<file path="src/rtl/rx_uart_cfg.sv">
// rx_uart_cfg: parametrised UART receiver with 3-sample majority voting,
// start-glitch rejection, optional parity, 1 or 2 stop bits and a
// valid/ack hold register with parity, framing and overrun error flags.
module rx_uart_cfg #(
  parameter int CLK_FREQ  = 100_000_000,
  parameter int BPS       = 4_000_000,
  parameter int DATA_BITS = 8,
  parameter int PARITY    = 0,
  parameter int STOP_BITS = 1
) (
  input  logic                 clk,
  input  logic                 rst,
  input  logic                 rx_in,
  input  logic                 rx_enable_signal,
  input  logic                 rx_ack,
  output logic                 rx_done_signal,
  output logic                 rx_valid,
  output logic [DATA_BITS-1:0] rx_data,
  output logic                 rx_parity_err,
  output logic                 rx_frame_err,
  output logic                 rx_overrun_err
);

  localparam int DIV = CLK_FREQ / BPS;
  localparam int CW  = $clog2(DIV);

  // Bit-timer landmarks: three majority samples around mid-bit, decision on the last one
  localparam logic [CW-1:0] CNT_S0  = CW'(DIV / 2 - 1);
  localparam logic [CW-1:0] CNT_S1  = CW'(DIV / 2);
  localparam logic [CW-1:0] CNT_DEC = CW'(DIV / 2 + 1);
  localparam logic [CW-1:0] CNT_END = CW'(DIV - 1);

  localparam logic [3:0] DATA_CNT  = 4'(DATA_BITS);
  localparam logic [3:0] STOP_LAST = 4'(STOP_BITS - 1);
  localparam logic       PAR_EN    = (PARITY != 0);
  localparam logic       PAR_ODD   = (PARITY == 1);

  localparam logic [2:0] ST_IDLE   = 3'd0;
  localparam logic [2:0] ST_START  = 3'd1;
  localparam logic [2:0] ST_DATA   = 3'd2;
  localparam logic [2:0] ST_PARITY = 3'd3;
  localparam logic [2:0] ST_STOP   = 3'd4;
  localparam logic [2:0] ST_DONE   = 3'd5;
  localparam logic [2:0] ST_BREAK  = 3'd6;

  // Line synchronizer (sync2_q is the synchronized line, sync3_q its previous value)
  logic sync1_q, sync2_q, sync3_q;

  logic [2:0]           state_q, state_d;
  logic [CW-1:0]        cnt_q, cnt_d;
  logic [3:0]           bitcnt_q, bitcnt_d;
  logic                 s0_q, s0_d, s1_q, s1_d;
  logic [DATA_BITS-1:0] shift_q, shift_d;
  logic                 perr_acc_q, perr_acc_d;
  logic                 ferr_acc_q, ferr_acc_d;

  logic                 done_q, done_d;
  logic                 valid_q, valid_d;
  logic [DATA_BITS-1:0] data_q, data_d;
  logic                 perr_q, perr_d;
  logic                 ferr_q, ferr_d;
  logic                 ovr_q, ovr_d;

  logic rs_s, fall_s, maj_s, at_dec_s, at_end_s, load_s, ack_eff_s;

  assign rs_s      = sync2_q;
  assign fall_s    = sync3_q & ~sync2_q;
  assign maj_s     = (s0_q & s1_q) | (s0_q & rs_s) | (s1_q & rs_s);
  assign at_dec_s  = (cnt_q == CNT_DEC);
  assign at_end_s  = (cnt_q == CNT_END);
  assign ack_eff_s = rx_ack & valid_q;

  // Synchronize the asynchronous serial line and keep one delayed copy for edge detection
  always_ff @(posedge clk or posedge rst) begin
    if (rst) begin
      sync1_q <= 1'b1;
      sync2_q <= 1'b1;
      sync3_q <= 1'b1;
    end else begin
      sync1_q <= rx_in;
      sync2_q <= sync1_q;
      sync3_q <= sync2_q;
    end
  end

  // Receive FSM, bit timer, majority sampling and payload/error accumulation
  always_comb begin
    state_d    = state_q;
    cnt_d      = at_end_s ? {CW{1'b0}} : cnt_q + 1'b1;
    bitcnt_d   = bitcnt_q;
    shift_d    = shift_q;
    perr_acc_d = perr_acc_q;
    ferr_acc_d = ferr_acc_q;
    load_s     = 1'b0;
    s0_d       = (cnt_q == CNT_S0) ? rs_s : s0_q;
    s1_d       = (cnt_q == CNT_S1) ? rs_s : s1_q;

    case (state_q)
      ST_IDLE: begin
        cnt_d = {CW{1'b0}};
        if (rx_enable_signal && fall_s) begin
          state_d    = ST_START;
          bitcnt_d   = 4'd0;
          perr_acc_d = 1'b0;
          ferr_acc_d = 1'b0;
        end else begin
          state_d = ST_IDLE;
        end
      end
      ST_START: begin
        // A start bit that votes high is a glitch: drop it without touching outputs
        if (at_dec_s && maj_s) begin
          state_d = ST_IDLE;
          cnt_d   = {CW{1'b0}};
        end else if (at_end_s) begin
          state_d = ST_DATA;
        end else begin
          state_d = ST_START;
        end
      end
      ST_DATA: begin
        if (at_dec_s) begin
          shift_d  = {maj_s, shift_q[DATA_BITS-1:1]};
          bitcnt_d = bitcnt_q + 4'd1;
        end else if (at_end_s && (bitcnt_q == DATA_CNT)) begin
          bitcnt_d = 4'd0;
          state_d  = PAR_EN ? ST_PARITY : ST_STOP;
        end else begin
          state_d = ST_DATA;
        end
      end
      ST_PARITY: begin
        if (at_dec_s) begin
          perr_acc_d = ((^shift_q) ^ maj_s) != PAR_ODD;
        end else if (at_end_s) begin
          state_d = ST_STOP;
        end else begin
          state_d = ST_PARITY;
        end
      end
      ST_STOP: begin
        // Finish at the last stop bit's decision point so the next start edge is not missed
        if (at_dec_s) begin
          ferr_acc_d = ferr_acc_q | ~maj_s;
          if (bitcnt_q == STOP_LAST) begin
            state_d = ST_DONE;
            load_s  = 1'b1;
          end else begin
            state_d = ST_STOP;
          end
        end else if (at_end_s) begin
          bitcnt_d = bitcnt_q + 4'd1;
        end else begin
          state_d = ST_STOP;
        end
      end
      ST_DONE: begin
        cnt_d   = {CW{1'b0}};
        state_d = rs_s ? ST_IDLE : ST_BREAK;
      end
      ST_BREAK: begin
        cnt_d   = {CW{1'b0}};
        state_d = rs_s ? ST_IDLE : ST_BREAK;
      end
      default: begin
        cnt_d   = {CW{1'b0}};
        state_d = ST_IDLE;
      end
    endcase

    // Disarming aborts any frame in flight; nothing is reported for it
    if (!rx_enable_signal) begin
      state_d = ST_IDLE;
      cnt_d   = {CW{1'b0}};
      load_s  = 1'b0;
    end else begin
      load_s  = load_s;
    end
  end

  // Hold register and handshake: load on frame completion, clear on ack of valid data
  always_comb begin
    done_d = load_s;
    if (load_s) begin
      valid_d = 1'b1;
      data_d  = shift_q;
      perr_d  = perr_acc_q;
      ferr_d  = ferr_acc_q | ~maj_s;
    end else begin
      valid_d = ack_eff_s ? 1'b0 : valid_q;
      data_d  = data_q;
      perr_d  = perr_q;
      ferr_d  = ferr_q;
    end
    // An ack landing with the new frame consumes the old one, so no overrun
    if (load_s && valid_q && !rx_ack) begin
      ovr_d = 1'b1;
    end else if (ack_eff_s) begin
      ovr_d = 1'b0;
    end else begin
      ovr_d = ovr_q;
    end
  end

  // Register FSM state and datapath
  always_ff @(posedge clk or posedge rst) begin
    if (rst) begin
      state_q    <= ST_IDLE;
      cnt_q      <= {CW{1'b0}};
      bitcnt_q   <= 4'd0;
      s0_q       <= 1'b0;
      s1_q       <= 1'b0;
      shift_q    <= {DATA_BITS{1'b0}};
      perr_acc_q <= 1'b0;
      ferr_acc_q <= 1'b0;
    end else begin
      state_q    <= state_d;
      cnt_q      <= cnt_d;
      bitcnt_q   <= bitcnt_d;
      s0_q       <= s0_d;
      s1_q       <= s1_d;
      shift_q    <= shift_d;
      perr_acc_q <= perr_acc_d;
      ferr_acc_q <= ferr_acc_d;
    end
  end

  // Register all consumer-facing outputs
  always_ff @(posedge clk or posedge rst) begin
    if (rst) begin
      done_q  <= 1'b0;
      valid_q <= 1'b0;
      data_q  <= {DATA_BITS{1'b0}};
      perr_q  <= 1'b0;
      ferr_q  <= 1'b0;
      ovr_q   <= 1'b0;
    end else begin
      done_q  <= done_d;
      valid_q <= valid_d;
      data_q  <= data_d;
      perr_q  <= perr_d;
      ferr_q  <= ferr_d;
      ovr_q   <= ovr_d;
    end
  end

  assign rx_done_signal = done_q;
  assign rx_valid       = valid_q;
  assign rx_data        = data_q;
  assign rx_parity_err  = perr_q;
  assign rx_frame_err   = ferr_q;
  assign rx_overrun_err = ovr_q;

endmodule

</file>
<file path="config.mk">
export PLATFORM = sky130hd
export DESIGN_NAME = rx_uart_cfg
export DESIGN_NICKNAME = d
export VERILOG_FILES = /design/src/rtl/rx_uart_cfg.sv
export SDC_FILE = /design/constraint.sdc
export NUM_CORES = 1
export LEC_CHECK = 0
export ABC_CLOCK_PERIOD_IN_PS = 4760
export CORE_UTILIZATION = 61
export DETAILED_ROUTE_END_ITERATION = 6
export GPL_TIMING_DRIVEN = 0
export PLACE_DENSITY = 0.84
export SLEW_MARGIN = 20
export SYNTH_ARGS = -nofsm -noshare
export SYNTH_HDL_FRONTEND = slang
export SYNTH_SLANG_ARGS = --single-unit
</file>
<file path="constraint.sdc">
create_clock -name clk -period 4.76 [get_ports clk]
set_input_delay 1.19 -clock clk [delete_from_list [all_inputs] [get_ports clk]]
set_output_delay 1.19 -clock clk [all_outputs]
set_load 0.1 [all_outputs]
</file>
==> Word level (Yosys, flattened, before mapping) <==
Cells that the tools add are included.
{ "totals": {"register_bits": 40, "latch_bits": 0, "ramBits": 0, "rom_bits": 0, "inputBits": 5, "out_inout_bits": 13, "mem_count": 0} }
{ "op_classes": {"n_addsub": 2, "n_mul": 0, "n_div": 0, "magnitude_cmp": 0, "n_eq_ne": 20, "shifts": 0, "mux": 35, "n_bitwise": 11, "reduce_logical": 21} }
{ "op_table": {"columns": ["operator", "n"], "rows": [
  ["two-way mux 3 bit", 8],
  ["two-way mux 4 bit", 5],
  ["one-hot mux 3 bit (6 select lines)", 1],
  ["== test 5 x 4 -> 1 bit (second input constant)", 3],
  ["two-way mux 5 bit", 3],
  ["two-way mux 1 bit", 12],
  ["one-hot mux 4 bit (3 select lines)", 1],
  ["!= test 2 bit (second input constant)", 5],
  ["one-hot mux 5 bit (2 select lines)", 1],
  ["== test 3 bit (second input constant)", 3],
  ["!= test 3 bit (second input constant)", 3],
  ["AND reduction 3 bit", 3],
  ["nonzero test 2 bit", 4],
  ["XOR reduction 8 bit", 1],
  ["== test 3 x 2 -> 1 bit (second input constant)", 2],
  ["adder 5 x 1 -> 5 bit (second input constant)", 1],
  ["AND 1 bit", 5],
  ["== test 5 bit (second input constant)", 1],
  ["logical AND 1 bit", 5],
  ["AND reduction 5 bit", 1],
  ["adder 4 x 1 -> 4 bit (second input constant)", 1],
  ["== test 4 bit (second input constant)", 1],
  ["zero test 4 bit", 1],
  ["two-way mux 2 bit", 2],
  ["other kinds (12)", 16]
]} }

==> Depth between registers and ports, before layout <==
Gate-level depths: netlist (run 1).
{ "logic_depth": {"word_depth": 8, "ltp_mapped": 9} }

==> Least setup slack after synthesis (run 1) <==
Ideal clock, no wire load.
{ "synth_timing": {"kind": "register to output", "start": "reg valid_q (netlist: rx_valid)", "end": "out rx_valid", "t_arrival_ns": 0.926, "path_slack_ns": 2.644, "stages_incl_launch_ff": 1, "n_path_buf": 0, "path_cell_list": "dfrtp_1"} }
{ "synth_lines": {"columns": ["item", "line", "source"], "rows": [
  ["from (decl)", "58", "logic valid_q, valid_d;"],
  ["from (signal assigned)", "239", "valid_q <= valid_d;"],
  ["to (decl)", "17", "output logic rx_valid,"]
]} }
No word-level cell between the ends.

==> Worst setup path after layout (run 1) <==
{ "layout_timing": {"start": "reg valid_q (netlist: rx_valid)", "end": "out rx_valid"} }
No word-level cell between the ends.

==> metrics.txt, run 1 <==
# TYPE chip_impl_metric gauge
chip_impl_metric{name="synth_seq_cells",unit=""} 40
chip_impl_metric{name="first_global_vias",unit=""} 1406
chip_impl_metric{name="io_buffers",unit=""} 17
chip_impl_info{name="critical-path-top-delay-family",value="buffers and inverters"} 1
chip_impl_metric{name="muxShareOfSynthArea",unit="%"} 7.32
chip_impl_metric{name="fin_nets",unit=""} 225
chip_impl_metric{name="design.core.area",unit="sq um"} 3050
chip_impl_metric{name="ys.warnings.count",unit=""} 0
chip_impl_metric{name="critPathBufInv",unit=""} 1
chip_impl_metric{name="synth-compound-area-share",unit="%"} 8.15
chip_impl_metric{name="synth-adder-area-share",unit="%"} 4.20
chip_impl_metric{name="maximum_number_of_pins_on_one_net_before_global_route_repair",unit=""} 25
chip_impl_metric{name="synth_xor_xnor_area_share",unit="%"} 4.90
chip_impl_metric{name="final_core_utilization",unit="%"} 74.4
chip_impl_metric{name="ys_types",unit=""} 44
chip_impl_metric{name="worst-slew-pin-transition",unit="ps"} 983
chip_impl_metric{name="gpl.final_weighted_congestion",unit=""} 0.896
chip_impl_metric{name="final_hpwl_from_detailed_placement",unit="um"} 2730
chip_impl_metric{name="worst-path-max-fanout",unit=""} 4
chip_impl_info{name="dominantRegCellSynth",value="dfrtp_1"} 1
chip_impl_metric{name="mean_post_synth_cell_area",unit="sq um"} 10.3
chip_impl_metric{name="hold_viol",unit=""} 0
chip_impl_metric{name="finClkSkew",unit="ps"} 14.7
chip_impl_metric{name="wire_length_of_the_first_global_routing_pass",unit="um"} 6130
chip_impl_metric{name="design.portCount",unit=""} 18
chip_impl_metric{name="cp_data_required_time",unit="ps"} 3570
chip_impl_info{name="worstSetupEndpointType",value="output pin"} 1
chip_impl_metric{name="antenna-diode-count",unit=""} 0
chip_impl_metric{name="worstSkewPairLatency",unit="ps"} 360
chip_impl_info{name="grt_setup_unrepaired",value="no"} 1
chip_impl_metric{name="drc",unit=""} 0
chip_impl_metric{name="cts_resized",unit=""} 0
chip_impl_info{name="combinational_family_with_the_most_area_after_synthesis",value="simple AND/OR/NAND/NOR gates"} 1
chip_impl_metric{name="pwr_density_cell",unit="nW/um^2"} 237
chip_impl_metric{name="syn-num-nets",unit=""} 200
chip_impl_metric{name="crit_path_max_incr_delay",unit="ps"} 1140
chip_impl_metric{name="die_area",unit="sq um"} 3450
chip_impl_metric{name="cp.arrival",unit="ps"} 1910
chip_impl_metric{name="slew_headroom",unit="%"} 34.3
chip_impl_info{name="cts-root-buf",value="clkbuf_4"} 1
chip_impl_metric{name="fin_tns_setup",unit="ps"} 0
chip_impl_metric{name="cts_max_path_buffers",unit=""} 2
chip_impl_metric{name="drt.antenna.violating_nets",unit=""} 0
chip_impl_info{name="layout_commonest_cell",value="dfrtp_1"} 1
chip_impl_info{name="layout_common_cells",value="37 x dfrtp_1, 32 x nand2_1, 17 x clkdlybuf4s50_1"} 1
chip_impl_metric{name="cts_setup_buffers",unit=""} 0
chip_impl_metric{name="drive_gt1_share",unit="%"} 14.4
chip_impl_metric{name="htree_levels",unit=""} 2
chip_impl_metric{name="instances_no_fill",unit=""} 260
chip_impl_metric{name="final_critical_delay_including_setup_and_external_delays",unit="ps"} 3100
chip_impl_metric{name="antenna_found_initial",unit=""} 0
chip_impl_metric{name="post_drt_wl_per_cell",unit="um"} 14.3
chip_impl_metric{name="clock-sinks",unit=""} 40
chip_impl_metric{name="drt_first_pass_iters",unit=""} 4
chip_impl_metric{name="post-place-cells",unit=""} 252
chip_impl_metric{name="synth_simple_gate_area_share",unit="%"} 20.6
chip_impl_metric{name="ys_seq_area_share",unit="%"} 51.1
chip_impl_metric{name="power.ir.vdd_worst",unit="uV"} 201
chip_impl_metric{name="drt-vias-per-instance",unit=""} 5.60
chip_impl_metric{name="max_clock_freq",unit="GHz"} 0.322
chip_impl_metric{name="final_max_slew_viol_count",unit=""} 0
chip_impl_info{name="criticalPathCategory",value="flip-flop to output pin"} 1
chip_impl_metric{name="detailedRoute.firstIterationViolations",unit=""} 80
chip_impl_metric{name="setup_violations",unit=""} 0
chip_impl_info{name="status",value="finished, final reports clean"} 1
chip_impl_metric{name="synth_async_sr_flop_share",unit="%"} 100
chip_impl_metric{name="cts-hold-fix-buffers",unit=""} 0
chip_impl_metric{name="cts.clk_slew.worst_paths",unit="ps"} 130
chip_impl_metric{name="static-leakage-power",unit="nW"} 1.04
chip_impl_metric{name="synthToLayoutAreaGrowth",unit="%"} 15.6
chip_impl_metric{name="synthesis.instances",unit=""} 190
chip_impl_metric{name="start_util",unit="%"} 64.4
chip_impl_metric{name="synth.cell_area",unit="sq um"} 1970
chip_impl_metric{name="drv.max_cap_violation_count",unit=""} 0
chip_impl_info{name="cts_tree",value="built"} 1
chip_impl_info{name="cell_with_the_largest_stage_delay_on_the_worst_path",value="clkdlybuf4s50_1"} 1
chip_impl_info{name="holdCritPathClass",value="flip-flop to flip-flop"} 1
chip_impl_metric{name="die_height",unit="um"} 58.8
chip_impl_metric{name="cts_buffers",unit=""} 5
chip_impl_metric{name="die_boundary_width",unit="um"} 58.8
chip_impl_info{name="critical_path.startpoint_type",value="flip-flop"} 1
chip_impl_metric{name="finalCritPeriodShare",unit="%"} 65.2
chip_impl_metric{name="globalRouteOverflowTotal",unit=""} 0
chip_impl_metric{name="regToRegSetupSlack",unit="ps"} 2830
chip_impl_metric{name="placementRows",unit=""} 20
chip_impl_metric{name="post_route_wl",unit="um"} 3710
chip_impl_metric{name="synth_enable_flop_cells",unit=""} 0
chip_impl_metric{name="globalRouteTotalUtil",unit="%"} 24.3
chip_impl_info{name="crit_path_cell_chain",value="clkdlybuf4s50_1"} 1
chip_impl_metric{name="num_vias",unit=""} 1457
## final timing paths
check	start	endpoint	depth (start not counted)
worst max register to register	cnt_q[1]	rx_data[6]	8
worst max-delay path	rx_valid	rx_valid	1
max in group asynchronous	rst	state_q[0]	3
worst min-delay path	sync1_q	rs_s	0
min in group asynchronous	rst	s1_q	2
worst min register to register	sync1_q	rs_s	0
## per-stage QoR
step / hold slack [ps] / total power (W) / setup WS [ps] / instance area (sq um)
CTS: 369 / 0.000544 / 1640 / 2270
floorplan: 345 / 0.000364 / 2640 / 1970
detailed placement: 353 / 0.000376 / 1890 / 2220
global placement: 346 / 0.000372 / 1880 / 2190
global route: 379 / 0.000556 / 1620 / 2270
finish: 366 / 0.000539 / 1660 / 2270
## cell type report
type                            instances  area [sq um]
Clock buffer                            6          41.3
Sequential cell                        40          1000
Buffer                                  5          27.5
Fill cell                             220           781
Tap cell                               44          55.1
Timing Repair Buffer                   18           198
Inverter                               12          45.0
Multi-Input combinational cell        133           888
Clock inverter                          2          12.5
## power breakdown
part / switching [W] / internal [W] / total [W]
clock: 0.000112 / 0.0000570 / 0.000169
combinational: 0.0000143 / 0.00000925 / 0.0000235
sequential: 0.00000249 / 0.000343 / 0.000346
## sequential cells by signal, summed over array words and instances (netlist names)
| name | flops |
|---|---|
| rx_parity_err | 1 |
| s0_q | 1 |
| sync3_q | 1 |
| bitcnt_q | 4 |
| state_q | 3 |
| perr_acc_q | 1 |
| ferr_acc_q | 1 |
| rx_valid | 1 |
| shift_q | 8 |
| rs_s | 1 |
| s1_q | 1 |
| rx_overrun_err | 1 |
| rx_frame_err | 1 |
| cnt_q | 5 |
| rx_done_signal | 1 |
| sync1_q | 1 |
| rx_data | 8 |
## synth_stat cells (2+ instances only)
cell	instances	area (sq um)
nand3_1	10	50.1
dfstp_2	3	78.8
nor2_1	13	48.8
nor3_1	2	10.0
nand2b_1	3	18.8
nand3b_1	2	15.0
a21oi_1	4	20.0
maj3_1	2	20.0
nand2_1	32	120
xor2_1	3	26.3
inv_1	11	41.3
and2_1	2	12.5
clkbuf_1	2	7.51
a21o_1	2	15.0
nand4b_1	2	17.5
dfrtp_1	37	926
ha_1	5	62.6
o21ai_0	9	45.0
o21ai_1	3	15.0
mux2_2	11	124
mux2i_1	2	20.0
xnor2_1	8	70.1
## metal layers
layer	track usage, %	part of all wire, %
met1	30.8	43
met2	38.6	48
met3	4.84	5.6
met4	14.3	3.0
met5	0	0
## kinds of logic (layout without fill, tap and decap cells)
family	count (synthesis)	count (layout)
AND/OR/NAND/NOR	76	76
AO/OA/AOI/OAI	26	26
multiplexers	13	13
adder cells (fa/ha/maj)	7	7
flip-flops	40	40
buffers and inverters	17	43
XOR/XNOR	11	11
No activity file was read; power rests on OpenSTA's default activity.
==> inputs of run 2 (changes only) <==
--- a/config.mk
+++ b/config.mk
@@ -5,11 +5,11 @@
 export SDC_FILE = /design/constraint.sdc
 export NUM_CORES = 1
 export LEC_CHECK = 0
-export ABC_CLOCK_PERIOD_IN_PS = 4760
-export CORE_UTILIZATION = 61
+export ABC_CLOCK_PERIOD_IN_PS = 3100
+export CORE_UTILIZATION = 56
 export DETAILED_ROUTE_END_ITERATION = 6
 export GPL_TIMING_DRIVEN = 0
-export PLACE_DENSITY = 0.84
+export PLACE_DENSITY = 0.78
 export SLEW_MARGIN = 20
 export SYNTH_ARGS = -nofsm -noshare
 export SYNTH_HDL_FRONTEND = slang
==> constraint.sdc (replaced) <==
create_clock -name clk -period 3.1 [get_ports clk]
set_input_delay 0.775 -clock clk [delete_from_list [all_inputs] [get_ports clk]]
set_output_delay 0.775 -clock clk [all_outputs]
set_load 0.1 [all_outputs]
==> run 2 against run 1 <==
Cell count up 0.77%. Count of clock-buffer cells in the layout fell by 1. Flip-flop and latch count is the same. Die area is 8.6% higher. Critical path type unchanged.
==> metrics.txt, run 2 (same netlist as run 1, synthesis figures left out) <==
# TYPE chip_impl_metric gauge
chip_impl_metric{name="drive_gt1_share",unit="%"} 14.8
chip_impl_metric{name="drt_first_pass_iters",unit=""} 4
chip_impl_metric{name="cp_data_required_time",unit="ps"} 2320
chip_impl_metric{name="pwr_density_cell",unit="nW/um^2"} 402
chip_impl_metric{name="setup_violations",unit=""} 0
chip_impl_metric{name="cp.arrival",unit="ps"} 1910
chip_impl_metric{name="dpl_worst_slack",unit="ps"} 665
chip_impl_info{name="critical_path.startpoint_type",value="flip-flop"} 1
chip_impl_metric{name="max_clock_freq",unit="GHz"} 0.372
chip_impl_metric{name="critPathBufInv",unit=""} 1
chip_impl_metric{name="post_route_wl",unit="um"} 3510
chip_impl_metric{name="die_height",unit="um"} 61.2
chip_impl_info{name="worstSetupEndpointType",value="output pin"} 1
chip_impl_metric{name="worst_r2r_path_depth",unit=""} 8
chip_impl_metric{name="slew_headroom",unit="%"} 34.1
chip_impl_info{name="criticalPathCategory",value="flip-flop to output pin"} 1
chip_impl_metric{name="final_max_slew_viol_count",unit=""} 0
chip_impl_metric{name="final_area",unit="sq um"} 2300
chip_impl_metric{name="finClkSkew",unit="ps"} 9.44
chip_impl_info{name="worstReg2RegEnd",value="rx_data[2]"} 1
chip_impl_metric{name="cts_buffers",unit=""} 5
chip_impl_metric{name="cts_resized",unit=""} 0
chip_impl_metric{name="worst_hold_slack",unit="ps"} 372
chip_impl_metric{name="drt.antenna.violating_nets",unit=""} 0
chip_impl_metric{name="wire_length_of_the_first_global_routing_pass",unit="um"} 5830
chip_impl_metric{name="final_critical_delay_including_setup_and_external_delays",unit="ps"} 2690
chip_impl_metric{name="crit_path_max_incr_delay",unit="ps"} 1140
chip_impl_info{name="crit_path_cell_chain",value="clkdlybuf4s50_1"} 1
chip_impl_info{name="layout_commonest_cell",value="dfrtp_1"} 1
chip_impl_info{name="rr_startpoint",value="cnt_q[1]"} 1
chip_impl_metric{name="globalRouteTotalUtil",unit="%"} 21.8
chip_impl_info{name="status",value="finished, final reports clean"} 1
chip_impl_metric{name="detailedRoute.firstIterationViolations",unit=""} 96
chip_impl_metric{name="num_vias",unit=""} 1435
chip_impl_metric{name="cts_max_path_buffers",unit=""} 2
chip_impl_info{name="cell_with_the_largest_stage_delay_on_the_worst_path",value="clkdlybuf4s50_1"} 1
chip_impl_metric{name="drv.max_cap_violation_count",unit=""} 0
chip_impl_metric{name="regToRegSetupSlack",unit="ps"} 1170
chip_impl_metric{name="drc",unit=""} 0
chip_impl_metric{name="synthToLayoutAreaGrowth",unit="%"} 16.9
chip_impl_metric{name="start_util",unit="%"} 58.9
chip_impl_metric{name="antenna_found_initial",unit=""} 0
chip_impl_metric{name="design.core.area",unit="sq um"} 3340
chip_impl_metric{name="gpl.final_weighted_congestion",unit=""} 0.933
chip_impl_metric{name="die_boundary_width",unit="um"} 61.2
chip_impl_info{name="cts_tree",value="built"} 1
chip_impl_info{name="grt_setup_unrepaired",value="no"} 1
chip_impl_metric{name="final_core_utilization",unit="%"} 68.8
chip_impl_metric{name="post_drt_wl_per_cell",unit="um"} 13.4
chip_impl_metric{name="setup_slack",unit="ps"} 412
chip_impl_info{name="start_point_of_the_worst_min_delay_path",value="sync1_q"} 1
chip_impl_metric{name="fin_tns_setup",unit="ps"} 0
chip_impl_info{name="holdCritPathClass",value="flip-flop to flip-flop"} 1
chip_impl_metric{name="design.portCount",unit=""} 18
chip_impl_info{name="cts-root-buf",value="clkbuf_4"} 1
chip_impl_metric{name="drt-vias-per-instance",unit=""} 5.48
chip_impl_metric{name="clock-sinks",unit=""} 40
chip_impl_metric{name="hold_viol",unit=""} 0
chip_impl_metric{name="cts_setup_buffers",unit=""} 0
chip_impl_metric{name="power.ir.vdd_worst",unit="uV"} 355
chip_impl_metric{name="cts-hold-fix-buffers",unit=""} 0
chip_impl_metric{name="globalRouteOverflowTotal",unit=""} 0
chip_impl_metric{name="fin_nets",unit=""} 225
chip_impl_metric{name="holdPathStages",unit=""} 0
chip_impl_metric{name="die_area",unit="sq um"} 3750
chip_impl_metric{name="post_dp_cell_area",unit="sq um"} 2210
chip_impl_metric{name="maximum_number_of_pins_on_one_net_before_global_route_repair",unit=""} 32
chip_impl_metric{name="final_hpwl_from_detailed_placement",unit="um"} 2560
chip_impl_metric{name="worstSkewPairLatency",unit="ps"} 370
chip_impl_metric{name="finalCritPeriodShare",unit="%"} 86.7
chip_impl_metric{name="static-leakage-power",unit="nW"} 1.05
chip_impl_metric{name="worst-slew-pin-transition",unit="ps"} 985
chip_impl_metric{name="antenna-diode-count",unit=""} 0
chip_impl_info{name="layout_common_cells",value="37 x dfrtp_1, 32 x nand2_1, 17 x clkdlybuf4s50_1"} 1
chip_impl_metric{name="worst-path-max-fanout",unit=""} 4
chip_impl_metric{name="io_buffers",unit=""} 17
chip_impl_metric{name="first_global_vias",unit=""} 1351
chip_impl_metric{name="placementRows",unit=""} 21
chip_impl_info{name="hold_critical_path_endpoint",value="rs_s"} 1
chip_impl_metric{name="htree_levels",unit=""} 2
chip_impl_info{name="critical-path-top-delay-family",value="buffers and inverters"} 1
chip_impl_metric{name="cts.clk_slew.worst_paths",unit="ps"} 120
## run 2: how the worst max path moves through the flow
stage	slack, ps	end	from	cells past startpoint
floorplan	1400	rx_valid	rx_valid	0
global placement	660	bitcnt_q[1]	rst	2
detailed placement	660	bitcnt_q[3]	rx_enable_signal	6
CTS	410	rx_valid	rx_valid	1
global route	340	rx_valid	rx_valid	1
finish	410	rx_valid	rx_valid	1
## run 2: layout make-up
class                           count  area, sq um
Inverter                           12         45.0
Multi-Input combinational cell    133          888
Fill cell                         262         1040
Clock inverter                      3         46.3
Sequential cell                    40         1000
Timing Repair Buffer               18          190
Buffer                              5         27.5
Clock buffer                        5         37.5
Tap cell                           46         57.6
## run 2: per-stage QoR
| step | total power, W | cells |
|---|---|---|
| 6_report | 0.000924 | 262 |
| 3_5_place_dp | 0.000575 | 254 |
| 2_1_floorplan | 0.000559 | 190 |
| 4_1_cts | 0.000929 | 262 |
| 5_1_grt | 0.000960 | 262 |
| 3_3_place_gp | 0.000571 | 253 |
## run 2: metal layers
layer | wire length [um] | vias to the layer above | GRT usage, %
met5 | 0 | - | 0
met4 | 51 | 0 | 8.44
met3 | 190 | 7 | 7.56
met2 | 1710 | 49 | 35.4
met1 | 1550 | 686 | 26.7
li1 | - | 693 | -
## run 2: power breakdown
group,switching (W),total [W],internal [W]
sequential,0.00000394,0.000531,0.000527
clock,0.000187,0.000359,0.000172
combinational,0.0000210,0.0000342,0.0000132
